### config.mk
export PLATFORM = sky130hd
export DESIGN_NAME = multicycle_control_flat
export DESIGN_NICKNAME = d
export VERILOG_FILES = /design/src/rtl/cpu_ctrl_pkg.sv /design/src/rtl/multicycle_control_if.sv /design/src/rtl/multicycle_control.sv /design/src/flat_wrapper.sv
export SDC_FILE = /design/constraint.sdc
export NUM_CORES = 1
export LEC_CHECK = 0
export BUFFER_PORTS_ARGS = -buffer_cell sky130_fd_sc_hd__buf_2
export CAP_MARGIN = 20
export CORE_ASPECT_RATIO = 1.1
export CORE_MARGIN = 8
export CORE_UTILIZATION = 44
export DETAILED_ROUTE_END_ITERATION = 16
export PLACE_DENSITY = 0.78
export SLEW_MARGIN = 20
export SYNTH_ARGS = -nofsm -noshare
export SYNTH_HDL_FRONTEND = slang
export SYNTH_SLANG_ARGS = --single-unit
### constraint.sdc
create_clock -name clk -period 2.1 [get_ports clk]
set_input_delay 0.21 -clock clk [delete_from_list [all_inputs] [get_ports clk]]
set_output_delay 0.21 -clock clk [all_outputs]
set_load 0.01 [all_outputs]
### src/rtl/cpu_ctrl_pkg.sv
// cpu_ctrl_pkg: shared encodings for the multi-cycle CPU control path.
// Holds the FSM state codes, the opcode/funct values decoded by the
// controller, the datapath mux/ALU encodings, and the packed bundle of
// control outputs. The ALU-control block imports the same ALU_* codes.
package cpu_ctrl_pkg;

    // FSM state codes (plain constants so older blocks can compare raw bits)
    localparam logic [3:0] S_IDLE      = 4'd0;
    localparam logic [3:0] S_FETCH     = 4'd1;
    localparam logic [3:0] S_DECODE    = 4'd2;
    localparam logic [3:0] S_MEM_ADDR  = 4'd3;
    localparam logic [3:0] S_MEM_READ  = 4'd4;
    localparam logic [3:0] S_MEM_WB    = 4'd5;
    localparam logic [3:0] S_MEM_WRITE = 4'd6;
    localparam logic [3:0] S_EXEC_R    = 4'd7;
    localparam logic [3:0] S_R_WB      = 4'd8;
    localparam logic [3:0] S_EXEC_I    = 4'd9;
    localparam logic [3:0] S_I_WB      = 4'd10;
    localparam logic [3:0] S_BRANCH    = 4'd11;
    localparam logic [3:0] S_JUMP      = 4'd12;
    localparam logic [3:0] S_JUMP_REG  = 4'd13;

    // Opcodes (IR[31:26])
    localparam logic [5:0] OP_RTYPE = 6'h00;
    localparam logic [5:0] OP_J     = 6'h02;
    localparam logic [5:0] OP_JAL   = 6'h03;
    localparam logic [5:0] OP_BEQ   = 6'h04;
    localparam logic [5:0] OP_ADDI  = 6'h08;
    localparam logic [5:0] OP_ADDIU = 6'h09;
    localparam logic [5:0] OP_SLTI  = 6'h0a;
    localparam logic [5:0] OP_SLTIU = 6'h0b;
    localparam logic [5:0] OP_ANDI  = 6'h0c;
    localparam logic [5:0] OP_LUI   = 6'h0f;
    localparam logic [5:0] OP_LW    = 6'h23;
    localparam logic [5:0] OP_SW    = 6'h2b;

    // Funct codes (IR[5:0]) that the controller itself cares about
    localparam logic [5:0] F_SLL  = 6'h00;
    localparam logic [5:0] F_SRL  = 6'h02;
    localparam logic [5:0] F_SRA  = 6'h03;
    localparam logic [5:0] F_JR   = 6'h08;
    localparam logic [5:0] F_JALR = 6'h09;

    // ALUOp
    localparam logic [2:0] ALU_ADD   = 3'd0;
    localparam logic [2:0] ALU_SUB   = 3'd1;
    localparam logic [2:0] ALU_RTYPE = 3'd2;
    localparam logic [2:0] ALU_AND   = 3'd3;
    localparam logic [2:0] ALU_SLT   = 3'd4;
    localparam logic [2:0] ALU_SLTU  = 3'd5;

    // Mux selects
    localparam logic [1:0] SRCA_PC      = 2'd0;
    localparam logic [1:0] SRCA_REG     = 2'd1;
    localparam logic [1:0] SRCA_SHAMT   = 2'd2;
    localparam logic [1:0] SRCA_ZERO    = 2'd3;
    localparam logic [1:0] SRCB_REG     = 2'd0;
    localparam logic [1:0] SRCB_FOUR    = 2'd1;
    localparam logic [1:0] SRCB_IMM     = 2'd2;
    localparam logic [1:0] SRCB_IMM_SH2 = 2'd3;
    localparam logic [1:0] PCSRC_ALU    = 2'd0;
    localparam logic [1:0] PCSRC_ALUOUT = 2'd1;
    localparam logic [1:0] PCSRC_JUMP   = 2'd2;
    localparam logic [1:0] PCSRC_REG    = 2'd3;
    localparam logic [1:0] RDST_RT      = 2'd0;
    localparam logic [1:0] RDST_RD      = 2'd1;
    localparam logic [1:0] RDST_RA      = 2'd2;
    localparam logic [1:0] M2R_ALU      = 2'd0;
    localparam logic [1:0] M2R_MDR      = 2'd1;
    localparam logic [1:0] M2R_PC       = 2'd2;

    // All controller outputs as one bundle
    typedef struct packed {
        logic       pc_write;
        logic       pc_write_cond;
        logic       i_or_d;
        logic       mem_read;
        logic       mem_write;
        logic       ir_write;
        logic       reg_write;
        logic [1:0] reg_dst;
        logic [1:0] mem_to_reg;
        logic [1:0] alu_src_a;
        logic [1:0] alu_src_b;
        logic [2:0] alu_op;
        logic       ext_op;
        logic       lui_op;
        logic [1:0] pc_source;
        logic       instr_done;
    } ctrl_t;

    // Shifts take operand A from the shamt field instead of a register
    function automatic logic is_shift(input logic [5:0] funct);
        return (funct == F_SLL) || (funct == F_SRL) || (funct == F_SRA);
    endfunction

endpackage

### src/rtl/multicycle_control_if.sv
// multicycle_control_if: instruction fields in, datapath controls out.
//   master: the control FSM (reads OpCode/Funct, drives controls)
//   slave : the datapath (drives OpCode/Funct from IR, reads controls)
interface multicycle_control_if;
    logic [5:0] OpCode;
    logic [5:0] Funct;
    logic       PCWrite;
    logic       PCWriteCond;
    logic       IorD;
    logic       MemRead;
    logic       MemWrite;
    logic       IRWrite;
    logic       RegWrite;
    logic [1:0] RegDst;
    logic [1:0] MemtoReg;
    logic [1:0] ALUSrcA;
    logic [1:0] ALUSrcB;
    logic [2:0] ALUOp;
    logic       ExtOp;
    logic       LuiOp;
    logic [1:0] PCSource;
    logic       InstrDone;

    modport master (
        input  OpCode, Funct,
        output PCWrite, PCWriteCond, IorD, MemRead, MemWrite, IRWrite,
               RegWrite, RegDst, MemtoReg, ALUSrcA, ALUSrcB, ALUOp,
               ExtOp, LuiOp, PCSource, InstrDone
    );

    modport slave (
        output OpCode, Funct,
        input  PCWrite, PCWriteCond, IorD, MemRead, MemWrite, IRWrite,
               RegWrite, RegDst, MemtoReg, ALUSrcA, ALUSrcB, ALUOp,
               ExtOp, LuiOp, PCSource, InstrDone
    );
endinterface

### src/rtl/multicycle_control.sv
// multicycle_control: main control FSM of the multi-cycle CPU.
// Steps each instruction through fetch/decode/execute/memory/writeback.
// Outputs are Moore: decoded from the state register and the IR fields.
// Ports:
//   clk   - rising-edge clock
//   reset - synchronous, active-high; forces IDLE
//   bus   - master side of multicycle_control_if (OpCode/Funct in,
//           all datapath write enables and mux selects out)
import cpu_ctrl_pkg::*;

module multicycle_control (
    input  logic               clk,
    input  logic               reset,
    multicycle_control_if.master bus
);

    logic [3:0] state, next_state;
    ctrl_t      c;

    always_ff @(posedge clk) begin
        if (reset) state <= S_IDLE;
        else       state <= next_state;
    end

    always_comb begin
        next_state = S_FETCH;
        case (state)
            S_IDLE:     next_state = S_FETCH;
            S_FETCH:    next_state = S_DECODE;
            S_DECODE: begin
                case (bus.OpCode)
                    OP_LW, OP_SW: next_state = S_MEM_ADDR;
                    OP_RTYPE:     next_state = (bus.Funct == F_JR || bus.Funct == F_JALR)
                                               ? S_JUMP_REG : S_EXEC_R;
                    OP_ADDI, OP_ADDIU, OP_ANDI,
                    OP_SLTI, OP_SLTIU, OP_LUI:
                                  next_state = S_EXEC_I;
                    OP_BEQ:       next_state = S_BRANCH;
                    OP_J, OP_JAL: next_state = S_JUMP;
                    default:      next_state = S_FETCH;  // unsupported: NOP
                endcase
            end
            S_MEM_ADDR: next_state = (bus.OpCode == OP_LW) ? S_MEM_READ : S_MEM_WRITE;
            S_MEM_READ: next_state = S_MEM_WB;
            S_EXEC_R:   next_state = S_R_WB;
            S_EXEC_I:   next_state = S_I_WB;
            default:    next_state = S_FETCH;
        endcase
    end

    always_comb begin
        c        = '0;
        // Sign extension is the default everywhere except IDLE (all zero)
        c.ext_op = (state != S_IDLE);
        case (state)
            S_FETCH: begin
                c.mem_read  = 1'b1;
                c.ir_write  = 1'b1;
                c.alu_src_a = SRCA_PC;
                c.alu_src_b = SRCB_FOUR;
                c.alu_op    = ALU_ADD;
                c.pc_source = PCSRC_ALU;
                c.pc_write  = 1'b1;
            end
            S_DECODE: begin
                // Precompute branch target into ALUOut
                c.alu_src_a  = SRCA_PC;
                c.alu_src_b  = SRCB_IMM_SH2;
                c.alu_op     = ALU_ADD;
                // Unsupported opcode finishes here; PC already advanced
                c.instr_done = (next_state == S_FETCH);
            end
            S_MEM_ADDR: begin
                c.alu_src_a = SRCA_REG;
                c.alu_src_b = SRCB_IMM;
                c.alu_op    = ALU_ADD;
            end
            S_MEM_READ: begin
                c.mem_read = 1'b1;
                c.i_or_d   = 1'b1;
            end
            S_MEM_WB: begin
                c.reg_write  = 1'b1;
                c.reg_dst    = RDST_RT;
                c.mem_to_reg = M2R_MDR;
                c.instr_done = 1'b1;
            end
            S_MEM_WRITE: begin
                c.mem_write  = 1'b1;
                c.i_or_d     = 1'b1;
                c.instr_done = 1'b1;
            end
            S_EXEC_R: begin
                c.alu_op    = ALU_RTYPE;
                c.alu_src_b = SRCB_REG;
                c.alu_src_a = is_shift(bus.Funct) ? SRCA_SHAMT : SRCA_REG;
            end
            S_R_WB: begin
                c.reg_write  = 1'b1;
                c.reg_dst    = RDST_RD;
                c.mem_to_reg = M2R_ALU;
                c.instr_done = 1'b1;
            end
            S_EXEC_I: begin
                c.alu_src_b = SRCB_IMM;
                case (bus.OpCode)
                    OP_ANDI: begin
                        c.ext_op = 1'b0;
                        c.alu_op = ALU_AND;
                    end
                    OP_SLTI:  c.alu_op = ALU_SLT;
                    OP_SLTIU: c.alu_op = ALU_SLTU;
                    OP_LUI: begin
                        // Result is imm << 16 passed through the adder with A = 0
                        c.lui_op    = 1'b1;
                        c.alu_src_a = SRCA_ZERO;
                        c.alu_op    = ALU_ADD;
                    end
                    default: begin
                        c.alu_src_a = SRCA_REG;
                        c.alu_op    = ALU_ADD;
                    end
                endcase
            end
            S_I_WB: begin
                c.reg_write  = 1'b1;
                c.reg_dst    = RDST_RT;
                c.mem_to_reg = M2R_ALU;
                c.instr_done = 1'b1;
            end
            S_BRANCH: begin
                c.alu_src_a     = SRCA_REG;
                c.alu_src_b     = SRCB_REG;
                c.alu_op        = ALU_SUB;
                c.pc_write_cond = 1'b1;
                c.pc_source     = PCSRC_ALUOUT;
                c.instr_done    = 1'b1;
            end
            S_JUMP: begin
                c.pc_write   = 1'b1;
                c.pc_source  = PCSRC_JUMP;
                c.instr_done = 1'b1;
                if (bus.OpCode == OP_JAL) begin
                    c.reg_write  = 1'b1;
                    c.reg_dst    = RDST_RA;
                    c.mem_to_reg = M2R_PC;
                end
            end
            S_JUMP_REG: begin
                c.pc_write   = 1'b1;
                c.pc_source  = PCSRC_REG;
                c.instr_done = 1'b1;
                if (bus.Funct == F_JALR) begin
                    c.reg_write  = 1'b1;
                    c.reg_dst    = RDST_RD;
                    c.mem_to_reg = M2R_PC;
                end
            end
            default: c = '0;
        endcase
    end

    assign bus.PCWrite     = c.pc_write;
    assign bus.PCWriteCond = c.pc_write_cond;
    assign bus.IorD        = c.i_or_d;
    assign bus.MemRead     = c.mem_read;
    assign bus.MemWrite    = c.mem_write;
    assign bus.IRWrite     = c.ir_write;
    assign bus.RegWrite    = c.reg_write;
    assign bus.RegDst      = c.reg_dst;
    assign bus.MemtoReg    = c.mem_to_reg;
    assign bus.ALUSrcA     = c.alu_src_a;
    assign bus.ALUSrcB     = c.alu_src_b;
    assign bus.ALUOp       = c.alu_op;
    assign bus.ExtOp       = c.ext_op;
    assign bus.LuiOp       = c.lui_op;
    assign bus.PCSource    = c.pc_source;
    assign bus.InstrDone   = c.instr_done;

endmodule
### src/flat_wrapper.sv
// flat-port wrapper written by rule: the top's interface ports become plain ports
module multicycle_control_flat 
  (clk, reset, bus_OpCode, bus_Funct, bus_PCWrite, bus_PCWriteCond, bus_IorD, bus_MemRead, bus_MemWrite, bus_IRWrite, bus_RegWrite, bus_RegDst, bus_MemtoReg, bus_ALUSrcA, bus_ALUSrcB, bus_ALUOp, bus_ExtOp, bus_LuiOp, bus_PCSource, bus_InstrDone);
  multicycle_control_if bus_i ();
  input  logic clk;
  input  logic reset;
  input wire logic [$bits(bus_i.OpCode)-1:0] bus_OpCode;
  input wire logic [$bits(bus_i.Funct)-1:0] bus_Funct;
  output wire logic [$bits(bus_i.PCWrite)-1:0] bus_PCWrite;
  output wire logic [$bits(bus_i.PCWriteCond)-1:0] bus_PCWriteCond;
  output wire logic [$bits(bus_i.IorD)-1:0] bus_IorD;
  output wire logic [$bits(bus_i.MemRead)-1:0] bus_MemRead;
  output wire logic [$bits(bus_i.MemWrite)-1:0] bus_MemWrite;
  output wire logic [$bits(bus_i.IRWrite)-1:0] bus_IRWrite;
  output wire logic [$bits(bus_i.RegWrite)-1:0] bus_RegWrite;
  output wire logic [$bits(bus_i.RegDst)-1:0] bus_RegDst;
  output wire logic [$bits(bus_i.MemtoReg)-1:0] bus_MemtoReg;
  output wire logic [$bits(bus_i.ALUSrcA)-1:0] bus_ALUSrcA;
  output wire logic [$bits(bus_i.ALUSrcB)-1:0] bus_ALUSrcB;
  output wire logic [$bits(bus_i.ALUOp)-1:0] bus_ALUOp;
  output wire logic [$bits(bus_i.ExtOp)-1:0] bus_ExtOp;
  output wire logic [$bits(bus_i.LuiOp)-1:0] bus_LuiOp;
  output wire logic [$bits(bus_i.PCSource)-1:0] bus_PCSource;
  output wire logic [$bits(bus_i.InstrDone)-1:0] bus_InstrDone;
  assign bus_i.OpCode = bus_OpCode;
  assign bus_i.Funct = bus_Funct;
  assign bus_PCWrite = bus_i.PCWrite;
  assign bus_PCWriteCond = bus_i.PCWriteCond;
  assign bus_IorD = bus_i.IorD;
  assign bus_MemRead = bus_i.MemRead;
  assign bus_MemWrite = bus_i.MemWrite;
  assign bus_IRWrite = bus_i.IRWrite;
  assign bus_RegWrite = bus_i.RegWrite;
  assign bus_RegDst = bus_i.RegDst;
  assign bus_MemtoReg = bus_i.MemtoReg;
  assign bus_ALUSrcA = bus_i.ALUSrcA;
  assign bus_ALUSrcB = bus_i.ALUSrcB;
  assign bus_ALUOp = bus_i.ALUOp;
  assign bus_ExtOp = bus_i.ExtOp;
  assign bus_LuiOp = bus_i.LuiOp;
  assign bus_PCSource = bus_i.PCSource;
  assign bus_InstrDone = bus_i.InstrDone;
  multicycle_control u_core (.clk(clk), .reset(reset), .bus(bus_i));
endmodule
# --- Word level (Yosys, flattened, before mapping) ---
# Index checks and enable logic that the tools add are counted.
word_totals:
  in_bits: 14
  wordCells: 67
  out_inout_bits: 23
  register_bits: 4
classes:
  n_eq_ne: 29
  reduce_logical: 15
  n_mux: 22
ops:
  columns: ["operator", "n"]
  rows:
  - ["$eq 6x4->1 const B", 8]
  - ["$pmux 7 s6", 1]
  - ["$pmux 5 s5", 1]
  - ["$eq 4x4->1 const B", 6]
  - ["$eq 6x2->1 const B", 4]
  - ["$pmux 4 s6", 1]
  - ["$pmux 4 s5", 1]
  - ["$eq 4x3->1 const B", 4]
  - ["$eq 6x6->1 const B", 2]
  - ["$logic_not 6->1", 2]
  - ["$reduce_or 12->1", 1]
  - ["$mux 5", 2]
  - ["$pmux 3 s3", 1]
  - ["$eq 4x1->1 const B", 2]
  - ["$eq 4x2->1 const B", 2]
  - ["$mux 1", 8]
  - ["$pmux 2 s2", 2]
  - ["$reduce_or 2->1", 4]
  - ["$reduce_or 7->1", 1]
  - ["$eq 6x3->1 const B", 1]
  - ["$pmux 2 s3", 1]
  - ["$reduce_or 3->1", 2]
  - ["$reduce_or 6->1", 1]
  - ["$mux 2", 2]
  - ["4 further kinds", 6]

# --- Depth between registers and ports, before layout ---
logic_depth:
  ltp_word: 7
  depth_mapped: 5

# --- Worst setup path after synthesis ---
# Ideal clock, no wire load.
synth_timing:
  kind: "input -> output"
  start: "input bus_OpCode[2]"
  end: "output bus_RegWrite"
  arrival_ns: 1.463
  cell_stages: 5
  required_time_ns: 1.890
  slack_ns: 0.427
  path_buffers: 1
  path_cell_list: "buf_2 or4_1 nor4_2 inv_1 nand3_1"
synth_via:
  elab_chain_cells: 3
synth_rtl:
  columns: ["item", "line", "rtl"]
  rows:
  - ["start: declaration", "flat_wrapper.sv:7", "input wire logic [$bits(bus_i.OpCode)-1:0] bus_OpCode;"]
  - ["$eq 6x2->1", "multicycle_control.sv:143", "if (bus.OpCode == OP_JAL) begin"]
  - ["$mux 5", "multicycle_control.sv:143", null]
  - ["$pmux 5 s5", "multicycle_control.sv:55", "case (state)"]
  - ["end: declaration", "flat_wrapper.sv:15", "output wire logic [$bits(bus_i.RegWrite)-1:0] bus_RegWrite;"]
# No other way between the ends.

# --- Worst setup path after layout ---
layout_timing:
  start: "register u_core.state[0]"
  end: "output bus_RegDst[0]"
layout_via:
  elab_chain_cells: 2
  word_cells_on_any_way: 6
layout_rtl:
  columns: ["item", "line", "rtl"]
  rows:
  - ["start: declaration", "multicycle_control.sv:17", "logic [3:0] state, next_state;"]
  - ["start signal: assignment", "multicycle_control.sv:22", "else state <= next_state;"]
  - ["$eq 4x4->1 or $eq 4x3->1 (tied branches)", "multicycle_control.sv:55", null]
  - ["$pmux 5 s5 *", "multicycle_control.sv:55", null]
  - ["end: declaration", "flat_wrapper.sv:16", "output wire logic [$bits(bus_i.RegDst)-1:0] bus_RegDst;"]
# Mark *: on every way between the ends. The rest lies on a longest branch, timed or not.

==> flow_summary_export.csv <==
group,metric,value,unit
global_route,grt_pass1_vias,837,
finish,top_register,"u_core.state",
yosys,synth_enable_flop_cells,0,
yosys,synth-seq-cells,4,
finish,utilization,60.7,%
detailed_routing,wirelength,2.30,mm
sta,tightest_slew,0.532,ns
detailed_routing,num_vias,968,
detailed_routing,viasPerCell,5.87,
flow_run,maxCapViolations,0,
finish,layoutNonFillerInstCount,165,
sta,setup_violations,0,
finish,multi_input_area,584,um^2
clocking,cts_buffers,3,
setup_path,required,1.89,ns
global_route,antenna_found_initial,0,
pwr,ir_drop,0.378,mV
finish,antenna_cells,0,
pwr,switching_share,35.7,%
finish,final_cell_area,933,um^2
clocking,root_buffer,"clkbuf_4",
die,num_io_pins,37,
sta,hold_violations,0,
placed_design,dpl-instance-area,911,um^2
detailed_routing,detail-route-antenna-nets,0,
clocking,path_clk_slew,0.04,ns
setup_path,rrSetupSlack,0.53,ns
die,core,1540,um^2
finish,fin_nets,164,
yosys,synth_cell_type_count,42,
worst_hold_path,min_from,"reset",
placed_design,place.gp.congestion,0.808,
global_route,grt_max_degree,16,
die,die_w,54.1,um
detailed_routing,wl_per_cell,14.0,um
die,fp-row-count,15,
setup_path,r2r_cells,4,
detailed_routing,wl_met3,232,um
yosys,synth-xor-area-share,1.25,%
sta,post-route-min-period,1.99,ns
status,status,"completed",
sta,fin_setup_tns,0,ns
setup_path,crit_type,"register to output pin",
pwr,p_int,201,uW
yosys,synth_ff_type,"dfxtp_1",
clocking,cts_buffer_depth,2,
pwr,seqPwrFrac,27.3,%
setup_path,cp-end-kind,"output pin",
sta,slew_headroom,64.2,%
finish,final_common_cell,"buf_2",
clocking,cts_hold_buf,0,
pwr,pwr-share-clk,30.0,%
yosys,synthSimpleGateAreaFrac,52.5,%
clocking,cts_tree,"done",
setup_path,critPathMaxFanout,14,
setup_path,reg2reg_to,"u_core.state[3]$_SDFF_PP0_",
sta,fin_skew,0.00143,ns
global_route,grt_pass1_wl,3.66,mm
finish,seq_area,80.1,um^2
die,dieArea,3130,um^2
clocking,clkSinkCount,4,
detailed_routing,met2WireLength,1.12,mm
setup_path,critPathLaunchType,"register",
detailed_routing,drc,0,
setup_path,r2r-start,"u_core.state[2]$_SDFF_PP0_",
pwr,switchingPower,111,uW
yosys,synth_nets,125,
yosys,synth_top_family_by_area,"simple AND/OR/NAND/NOR gates",
die,start_util,45.7,%
clocking,htreeDepth,1,
pwr,p_per_area,334,nW/um^2
sta,final_max_slew_viol_count,0,
yosys,synth_compound_area_share,29.4,%
finish,largest_reg_flops,4,
worst_hold_path,whs_path_depth,2,
placed_design,dp_hpwl,1.85,mm
yosys,synthMuxAreaShare,0,%
clocking,clock_latency,0.23,ns
yosys,avgSynthCellArea,6.33,um^2
global_route,grt_usage,14.7,%
sta,rsz0062_at_grt,"false",
yosys,syn-cell-area,703,um^2
sta,setup_ws,0.108,ns
placed_design,io_buffers,36,
placed_design,dp.cells,162,
global_route,grt-ovfl-total,0,
detailed_routing,drt-met1-wl,955,um
yosys,ys_seq_area_share,11.4,%
finish,layout_common_cells,"buf_2, nor2_1, nand2_1",
pwr,power.leakage,0.000440,uW
setup_path,worstPathArrival,1.78,ns
finish,fillCellCount,158,
finish,drive_gt1_share,36.5,%
yosys,async_flop_share,0,%
worst_hold_path,hp-class,"input pin to register",
placed_design,place_ws,0.235,ns
sta,fmax,502,MHz
pwr,p_comb_share,42.7,%
die,die_y,57.9,um
yosys,syn_inst,111,
yosys,synth_warnings,0,
clocking,cts_resized,0,
detailed_routing,highest_layer,"met3",
detailed_routing,dr.pass1.iters,4,
clocking,post_cts_buffers,0,
finish,area_delta_synth_final,32.7,%
worst_hold_path,holdPathEnd,"u_core.state[2]$_SDFF_PP0_",
yosys,synth-adder-area-share,0,%
finish,top_regs,"u_core.state: 4 flops",
detailed_routing,drt_iter0_drc,23,
sta,min_period_over_period,94.9,%
worst max path at each step:
stage | start | endpoint | slack, ns
finish | u_core.state[0]$_SDFF_PP0_ | bus_RegDst[0] | 0.11
floorplan | bus_OpCode[2] | bus_RegWrite | 0.43
CTS | u_core.state[0]$_SDFF_PP0_ | bus_RegDst[0] | 0.13
global route | u_core.state[0]$_SDFF_PP0_ | bus_RegDst[0] | 0.02
global placement | bus_Funct[2] | bus_RegDst[0] | 0.27
detailed placement | bus_Funct[2] | bus_RegDst[0] | 0.24
routing by layer:
layer / vias to the layer above / global-route usage (%)
li1: 488 / -
met1: 444 / 18.4
met2: 36 / 23.9
met3: 0 / 3.32
met4: 0 / 4.23
met5: - / 0
critical path, cell delays in order (launching register included):
cell and delay, ns:
dfxtp_1 0.40, buf_4 0.23, nand2_1 0.08, or4_1 0.57, o21ai_0 0.11, buf_2 0.16
layout make-up:
cell class	instances	share of cell area [%]
multi-input combinational	97	62.6
timing repair buffer	40	22.5
sequential	4	8.58
clock buffer	3	2.41
tap	17	2.28
inverter	4	1.61
cells in the mapped netlist (all sizes together) (3+ instances only):
cell type	count	area share (%)
a211oi	3	3.2
nor2	18	9.6
dfxtp	4	11
nor4	6	6.2
nand3	4	2.8
or2	3	2.7
a21oi	6	4.3
nand2	10	5.7
nand2b	6	5.3
o21ai	5	3.6
clkbuf	5	2.7
or4	3	3.4
nor3	5	3.6
inv	4	2.1
power groups by stage:
stage	Sequential (uW)	Combinational [uW]	Clock [uW]
floorplan	83.1	80.4	0
global placement	86.0	131	0
detailed placement	86.0	132	0
CTS	85.2	133	96.5
global route	85.9	146	105
finish	85.4	133	93.5
metrics by stage:
| step | total power, uW | hold slack (ns) |
|---|---|---|
| floorplan | 163 | 0.287 |
| global placement | 216 | 0.445 |
| detailed placement | 218 | 0.447 |
| CTS | 314 | 0.202 |
| global route | 337 | 0.218 |
| finish | 312 | 0.208 |
cell families (layout without fill, tap and decap cells):
| kind of cell | after synthesis | in the layout |
|---|---|---|
| AND/OR/NAND/NOR | 66 | 66 |
| AO/OA/AOI/OAI | 30 | 30 |
| buffers and inverters | 10 | 47 |
| flip-flops | 4 | 4 |
| XOR/XNOR | 1 | 1 |
(Power assumes the default switching activity.)
